<file path="config.mk">
export PLATFORM = sky130hd
export DESIGN_NAME = exmem_skid
export DESIGN_NICKNAME = d
export VERILOG_FILES = /design/src/rtl/mips_pkg.sv /design/src/rtl/skid_store2.sv /design/src/rtl/exmem_skid.sv
export SDC_FILE = /design/constraint.sdc
export NUM_CORES = 1
export LEC_CHECK = 0
export ABC_AREA = 1
export CORE_MARGIN = 2
export CORE_UTILIZATION = 32
export CTS_CLUSTER_DIAMETER = 100
export DETAILED_ROUTE_END_ITERATION = 8
export SETUP_SLACK_MARGIN = 0.15
export SLEW_MARGIN = 25
export SYNTH_ARGS = -nofsm -noshare
export SYNTH_HDL_FRONTEND = slang
export SYNTH_SLANG_ARGS = --single-unit
</file>
<file path="constraint.sdc">
create_clock -name clk -period 3 [get_ports clk]
set_input_delay 0.6 -clock clk [delete_from_list [all_inputs] [get_ports clk]]
set_output_delay 0.6 -clock clk [all_outputs]
set_load 0.005 [all_outputs]
</file>
<file path="src/rtl/mips_pkg.sv">
// Shared MIPS pipeline constants: ALU opcodes and the EX/MEM skid-buffer state encoding.
package mips_pkg;

  localparam logic [2:0] ALU_ADD  = 3'b000;
  localparam logic [2:0] ALU_SUB  = 3'b001;
  localparam logic [2:0] ALU_ADDU = 3'b101;
  localparam logic [2:0] ALU_MOVN = 3'b111;

  typedef enum logic [1:0] {
    ST_EMPTY = 2'd0,
    ST_ONE   = 2'd1,
    ST_TWO   = 2'd2
  } skid_state_e;

  // Signed ops whose suppressed write (in_wrctr==0) means an overflow occurred.
  function automatic logic is_trap_op(input logic [2:0] op);
    return (op == ALU_ADD) || (op == ALU_SUB);
  endfunction

endpackage

</file>
<file path="src/rtl/skid_store2.sv">
// Two-entry FIFO data storage for the EX/MEM skid buffer; head is always the oldest entry.
module skid_store2
  import mips_pkg::*;
#(
  parameter int W = 8
) (
  input  logic        clk,
  input  logic        rst,
  input  skid_state_e state_i,
  input  logic        push_i,
  input  logic        pop_i,
  input  logic [W-1:0] din_i,
  output logic [W-1:0] head_o
);

  logic [W-1:0] head_q, head_d;
  logic [W-1:0] tail_q, tail_d;

  always_comb begin
    head_d = head_q;
    tail_d = tail_q;
    case (state_i)
      ST_EMPTY: if (push_i) head_d = din_i;
      ST_ONE: begin
        if (push_i && pop_i) head_d = din_i;
        else if (push_i)     tail_d = din_i;
      end
      // Pop from full promotes the second entry in the same edge.
      ST_TWO: if (pop_i) head_d = tail_q;
      default: ;
    endcase
  end

  always_ff @(posedge clk) begin
    if (rst) begin
      head_q <= '0;
      tail_q <= '0;
    end else begin
      head_q <= head_d;
      tail_q <= tail_d;
    end
  end

  assign head_o = head_q;

endmodule

</file>
<file path="src/rtl/exmem_skid.sv">
// EX/MEM two-entry skid buffer: handshake control, write gating and sticky overflow trap.
// Optional overflow trap enabled by defining EXMEM_OVF_TRAP_EN.
module exmem_skid
  import mips_pkg::*;
#(
  parameter int DW = 32,
  parameter int RW = 5
) (
  input  logic          clk,
  input  logic          rst,
  input  logic          in_valid,
  output logic          in_ready,
  input  logic [2:0]    in_aluctr,
  input  logic [DW-1:0] in_res,
  input  logic          in_zero,
  input  logic          in_wrctr,
  input  logic          in_regwre,
  input  logic [RW-1:0] in_rd,
  input  logic          in_memrd,
  input  logic          in_memwr,
  input  logic          flush,
  output logic          out_valid,
  input  logic          out_ready,
  output logic [DW-1:0] out_res,
  output logic          out_zero,
  output logic [RW-1:0] out_rd,
  output logic          out_regwe,
  output logic          out_memrd,
  output logic          out_memwr,
  output logic          ovf_exc,
  input  logic          ovf_clr
);

  localparam int EW = DW + 1 + RW + 3;

  skid_state_e   state_q, state_d;
  logic          push, pop, trap_cond;
  logic          regwe_st, memwr_st;
  logic [EW-1:0] ent_in, head;

  assign push      = in_valid & in_ready;
  assign pop       = out_valid & out_ready;
  assign trap_cond = is_trap_op(in_aluctr) & ~in_wrctr;
  assign regwe_st  = in_regwre & in_wrctr & (in_rd != '0);
  assign memwr_st  = in_memwr & ~trap_cond;
  assign ent_in    = {in_res, in_zero, in_rd, regwe_st, in_memrd, memwr_st};

  always_ff @(posedge clk) begin
    if (rst) state_q <= ST_EMPTY;
    else     state_q <= state_d;
  end

  always_comb begin
    state_d = state_q;
    if (flush) begin
      state_d = ST_EMPTY;
    end else begin
      case (state_q)
        ST_EMPTY: if (push) state_d = ST_ONE;
        ST_ONE: begin
          if (push && !pop)      state_d = ST_TWO;
          else if (pop && !push) state_d = ST_EMPTY;
        end
        ST_TWO:   if (pop) state_d = ST_ONE;
        default:  state_d = ST_EMPTY;
      endcase
    end
  end

  always_comb begin
    out_valid = (state_q != ST_EMPTY);
    in_ready  = (state_q != ST_TWO) & ~flush & ~ovf_exc & ~rst;
  end

  skid_store2 #(.W(EW)) u_store (
    .clk    (clk),
    .rst    (rst),
    .state_i(state_q),
    .push_i (push),
    .pop_i  (pop),
    .din_i  (ent_in),
    .head_o (head)
  );

  assign out_res   = head[EW-1 -: DW];
  assign out_zero  = head[RW+3];
  assign out_rd    = head[RW+2 -: RW];
  assign out_regwe = head[2] & out_valid;
  assign out_memrd = head[1] & out_valid;
  assign out_memwr = head[0] & out_valid;

`ifdef EXMEM_OVF_TRAP_EN
  logic ovf_q, ovf_d;

  // Set wins over a same-edge clear.
  always_comb begin
    ovf_d = ovf_q;
    if (ovf_clr)           ovf_d = 1'b0;
    if (push && trap_cond) ovf_d = 1'b1;
  end

  always_ff @(posedge clk) begin
    if (rst) ovf_q <= 1'b0;
    else     ovf_q <= ovf_d;
  end

  assign ovf_exc = ovf_q;
`else
  logic unused_ovf_clr;
  assign unused_ovf_clr = ovf_clr;
  assign ovf_exc        = 1'b0;
`endif

endmodule
</file>
* After elaboration in Yosys (flattened, before gate mapping) *
Cells that the tools add are included.
W data, S select, Z words.

operators by class
  equal/unequal tests = 8
  muxes and demuxes = 9
  bitwise operators = 16
  reduce and logical (&&, ||, !) cells = 15

operator list
  kind                  number
  $mux W41              3
  $pmux W41 S3          1
  $and A1 B1 Y1         11
  $mux W2               4
  $ne A2 B2 Y1 const B  3
  $pmux W2 S3           1
  $reduce_and A3 Y1     2
  $not A1 Y1            5
  $reduce_bool A5 Y1    1
  $reduce_and A4 Y1     1
  $eq A3 B1 Y1 const B  1
  $logic_and A1 B1 Y1   3
  $logic_not A3 Y1      1
  $ne A3 B3 Y1 const B  1
  $reduce_bool A3 Y1    1
  $eq A2 B1 Y1 const B  1
  $eq A2 B2 Y1 const B  1
  $logic_not A1 Y1      2
  $logic_not A2 Y1      1
  $ne A2 B1 Y1 const B  1
  $reduce_bool A2 Y1    1
  $reduce_or A2 Y1      1
  $logic_or A1 B1 Y1    1

word-level totals
  register bits = 84

* Depth between registers and ports, before layout *
Gate-level depths: netlist of run 1.

  word-level depth = 9
  gate-level depth with buffers = 14

* Hierarchy *
From an unflattened synthesis of run 1, not the netlist that was laid out.

unflattened totals
  cell total of the unflattened synthesis = 544
  area total of the unflattened synthesis = 3813.7 um^2

modules (own cells, without submodules)
  module       instances  cells each  area each (um^2)  seq. area each (um^2)
  skid_store2  1          505         3588.4            1641.6
  exmem_skid   1          39          225.2             40.0

* Least setup slack after synthesis of run 1 *
No wires, ideal clock.

  path type = in2reg
  from = in flush
  to = reg u_store.tail_q[29]
  library setup time = 0.128 ns
  arrival time = 1.788 ns
  data required time = 2.872 ns
  path slack = 1.084 ns
  cell stages on the path = 8
  cells stage by stage = nor2_1 > nand3_4 > inv_1 > ha_1 > nand3_1 > clkbuf_1 > o21ai_0 > a21oi_1

on the way
  word-level cells in the longest chain between the ends = 7

RTL lines
  what                           RTL line           text
  start: declaration             exmem_skid.sv:21   input logic flush,
  $not A1 Y1 *                   exmem_skid.sv:72   in_ready = (state_q != ST_TWO) & ~flush & ~ovf_exc & ~rst;
  $and A1 B1 Y1 * (2 in a row)   exmem_skid.sv:72
  $and A1 B1 Y1 *                exmem_skid.sv:41   assign push = in_valid & in_ready;
  $logic_and A1 B1 Y1            skid_store2.sv:25  if (push_i && pop_i) head_d = din_i;
  $not A1 Y1 (no line)           n/a
  $reduce_and A3 Y1 (no line) *  n/a
  end signal: assignment         skid_store2.sv:40  tail_q <= tail_d;
  end: declaration               skid_store2.sv:17  logic [W-1:0] tail_q, tail_d;

Mark *: on every way between the ends. The rest lies on a longest branch, timed or not.
A chain may end at the register's enable or synchronous reset.

* Worst setup path after layout of run 1 *
  from = in rst
  to = out in_ready

on the way
  word-level cells in the longest chain between the ends = 2

RTL lines
  what                RTL line          text
  start: declaration  exmem_skid.sv:10  input logic rst,
  $not A1 Y1          exmem_skid.sv:72
  $and A1 B1 Y1       exmem_skid.sv:72
  end: declaration    exmem_skid.sv:12  output logic in_ready,

No other way between the ends.

==> impl_metrics.env, run 1 <==
export IMPL_clk_insertion_delay_late_ns=0.34
export IMPL_path_clk_slew_ns=0.06
export IMPL_crit_reg2reg_launch="state_q[0]"
export IMPL_cts_tree="yes"
export IMPL_max_cap_viol_count=0
export IMPL_final_cell_area_um2=5150
export IMPL_max_freq_mhz=372
export IMPL_placed_cell_area_um2=4850
export IMPL_fin_hold_ws_ns=0.445
export IMPL_endpoint_kind="output pin"
export IMPL_worstMarginPinSlew_ns=0.674
export IMPL_synth_seq_area_share_pct=41.1
export IMPL_yosys_area_top_type_share_pct=41.1
export IMPL_area_delta_synth_final_pct=25.9
export IMPL_relSlewSlack_pct=55.1
export IMPL_num_rows=41
export IMPL_post_route_period_util_pct=89.6
export IMPL_layout_cells_non_filler=824
export IMPL_critPathKind="primary input to output pin"
export IMPL_p_leak_nw=2.28
export IMPL_synth_edff_count=0
export IMPL_cp_slowest_cell="clkdlybuf4s50_1"
export IMPL_place_inst=808
export IMPL_synth_async_reset_ratio_pct=0
export IMPL_antenna_found_initial=0
export IMPL_hold_viol=0
export IMPL_worst_path_largest_cell_delay_ns=0.52
export IMPL_grt_use_total_pct=13.3
export IMPL_grt_pass1_vias=3091
export IMPL_endpoint="in_ready"
export IMPL_die_w_um=117
export IMPL_initial_core_util_pct=32.6
export IMPL_place_congestion=0.742
export IMPL_wire_per_inst_um=10.7
export IMPL_synth_seq_cells=84
export IMPL_dr_pass1_iters=4
export IMPL_setup_violations=0
export IMPL_die_area_um2=13700
export IMPL_die_y_um=117
export IMPL_switching_share_pct=23.3
export IMPL_status="finished, final reports clean"
export IMPL_ff2ff_setup_slack_ns=0.92
export IMPL_cts_resized=0
export IMPL_worstPathRequired_ns=2.40
export IMPL_cts_buffer_depth=2
export IMPL_netlist_instances=610
export IMPL_num_antenna_cells=0
export IMPL_drcViolationCount=0
export IMPL_antenna_left=0
export IMPL_reg2regPathDepth=12
export IMPL_drive_above_1_share_pct=4.60
export IMPL_reg2reg_to="u_store.head_o[20]"
export IMPL_vias_per_cell=4.23
export IMPL_min_period_ns=2.69
export IMPL_path_buf_inv=3
export IMPL_htree_levels=3
export IMPL_rsz0062_at_grt="no"
export IMPL_finClkSkew_ns=0.00490
export IMPL_numPortBuffers=91
export IMPL_grt_overflow_total=0
export IMPL_p_per_area_nw_per_um2=512
export IMPL_core_um2=12600
export IMPL_yosysUniqueCellTypes=24
export IMPL_drt_initial_drc_count=166
export IMPL_synth_most_common_cell="nand2_1"
export IMPL_power_frac_comb_pct=12.3
export IMPL_io_pins=95
export IMPL_path_depth=5
export IMPL_cts_made_buffers=9
export IMPL_dp_hpwl_um=5570
export IMPL_route_vias_total=3487
export IMPL_avgSynthCellArea_um2=6.71
export IMPL_cts_sinks=84
export IMPL_synth_largest_area_cell="dfxtp_1"
export IMPL_p_seq_share_pct=44.6
export IMPL_min_path_type="flip-flop to flip-flop"
export IMPL_maxSlewViolCount=0
export IMPL_syn_cell_area_um2=4090
export IMPL_crit_fanout=3
export IMPL_startpoint_type="primary input"
export IMPL_synthesis_nets=664
export IMPL_post_cts_buffers=0
export IMPL_grt_start_max_net_pins=82
export IMPL_synth_area_leaders="dfxtp_1 41%, nand2_1 12%, o21ai_0 9.8%"
export IMPL_power_frac_clock_pct=43.1
export IMPL_intPower_w=0.00202
export IMPL_power_switching_w=0.000614
export IMPL_yosys_warnings=0
export IMPL_grt_pass1_wl_um=14200
export IMPL_synth_common_cells="128 x nand2_1, 92 x nor2_1, 91 x inv_1"
export IMPL_setup_tns_ns=0
export IMPL_crit_family="buffers and inverters"
export IMPL_fin_total_pwr_w=0.00264
export IMPL_vdd_drop_max_mv=0.214
export IMPL_clock_root_buffer="clkbuf_16"
export IMPL_nets=701
export IMPL_ctsHoldBuffers=0
export IMPL_routed_wl_um=8810
export IMPL_yosys_most_used_dff="dfxtp_1"
export IMPL_startpoint="rst"
export IMPL_crit_arrival_ns=2.09
export IMPL_crit_chain="clkdlybuf4s50_1, nor2_1, inv_1, nor2_1, clkdlybuf4s50_1"
[kinds of logic after synthesis]
group | synth area share, %
adder cells (fa/ha/maj) | 0.918
AND/OR/NAND/NOR | 22.7
AO/OA/AOI/OAI | 15.2
other | 0.0917
buffers and inverters | 19.9
flip-flops | 41.1
[power groups by stage]
stage                     sequential, W  clock (W)  combinational, W
after floorplan                 0.00120          0          0.000204
after global placement          0.00120          0          0.000322
after detailed placement        0.00120          0          0.000326
after CTS                       0.00118    0.00118          0.000329
after global routing            0.00118    0.00122          0.000368
final                           0.00118    0.00114          0.000324
[layout by cell type, fill, tap and decap left out, types with 2 or more instances in the layout]
cell type and n:
nand2_1 128, nor2_1 92, inv_1 91, clkdlybuf4s50_1 91, dfxtp_1 84, o21ai_0 80
a21oi_1 43, clkbuf_16 9, nand3_1 4, buf_4 4, ha_1 3, buf_12 3
inv_2 2, nand3_4 2, clkinv_2 2, clkbuf_8 2
[worst min-delay path by stage]
stage,startpoint,slack (ns),endpoint,cells past startpoint
3_5_place_dp,u_store.tail_q[8],0.44,u_store.tail_q[8],2
3_3_place_gp,u_store.tail_q[22],0.43,u_store.tail_q[22],2
2_1_floorplan,u_store.tail_q[10],0.42,u_store.tail_q[10],2
6_report,u_store.tail_q[38],0.44,u_store.tail_q[38],2
5_1_grt,u_store.tail_q[4],0.47,u_store.tail_q[4],2
4_1_cts,u_store.tail_q[8],0.45,u_store.tail_q[8],2
[worst min-delay path: cells and delay by family (launching register included)]
kind,cells,cell delay (ns)
AOI/OAI and AO/OA,1,0.05
buffers and inverters,1,0.05
DFF,1,0.30
[flip-flops by register name, summed over array words and instances, names as in the netlist]
name	count
state_q	2
u_store.tail_q	41
u_store.head_o	41
[per-stage QoR]
step | utilization (%) | worst slack [ns]
floorplan | - | 1.08
global placement | 38.6 | 0.320
detailed placement | 38.6 | 0.224
CTS | 41.0 | 0.294
global route | 41.0 | 0.189
finish | 41.0 | 0.312
[routing by layer]
layer / vias up / global-route usage (%) / wire length [um]
met5: - / 0 / 0
met4: 0 / 6.35 / 161
met3: 11 / 3.40 / 422
met2: 73 / 21.0 / 3970
met1: 1516 / 16.8 / 4250
li1: 1887 / - / -
[area by class of cell]
type / count / area [um^2]
inverter: 93 / 349
clock inverter: 4 / 47.5
fill: 1317 / 7420
sequential: 84 / 1680
timing repair buffer: 98 / 1000
clock buffer: 12 / 256
tap: 172 / 215
multi-input combinational: 361 / 1600
Power figures use the tool's default switching activity.
==> inputs of run 2 (changes only) <==
CTS_CLUSTER_SIZE = 20   (was default)
==> results of run 2 <==
Same layout as run 1: the final DEF is identical, and so are final timing and power.
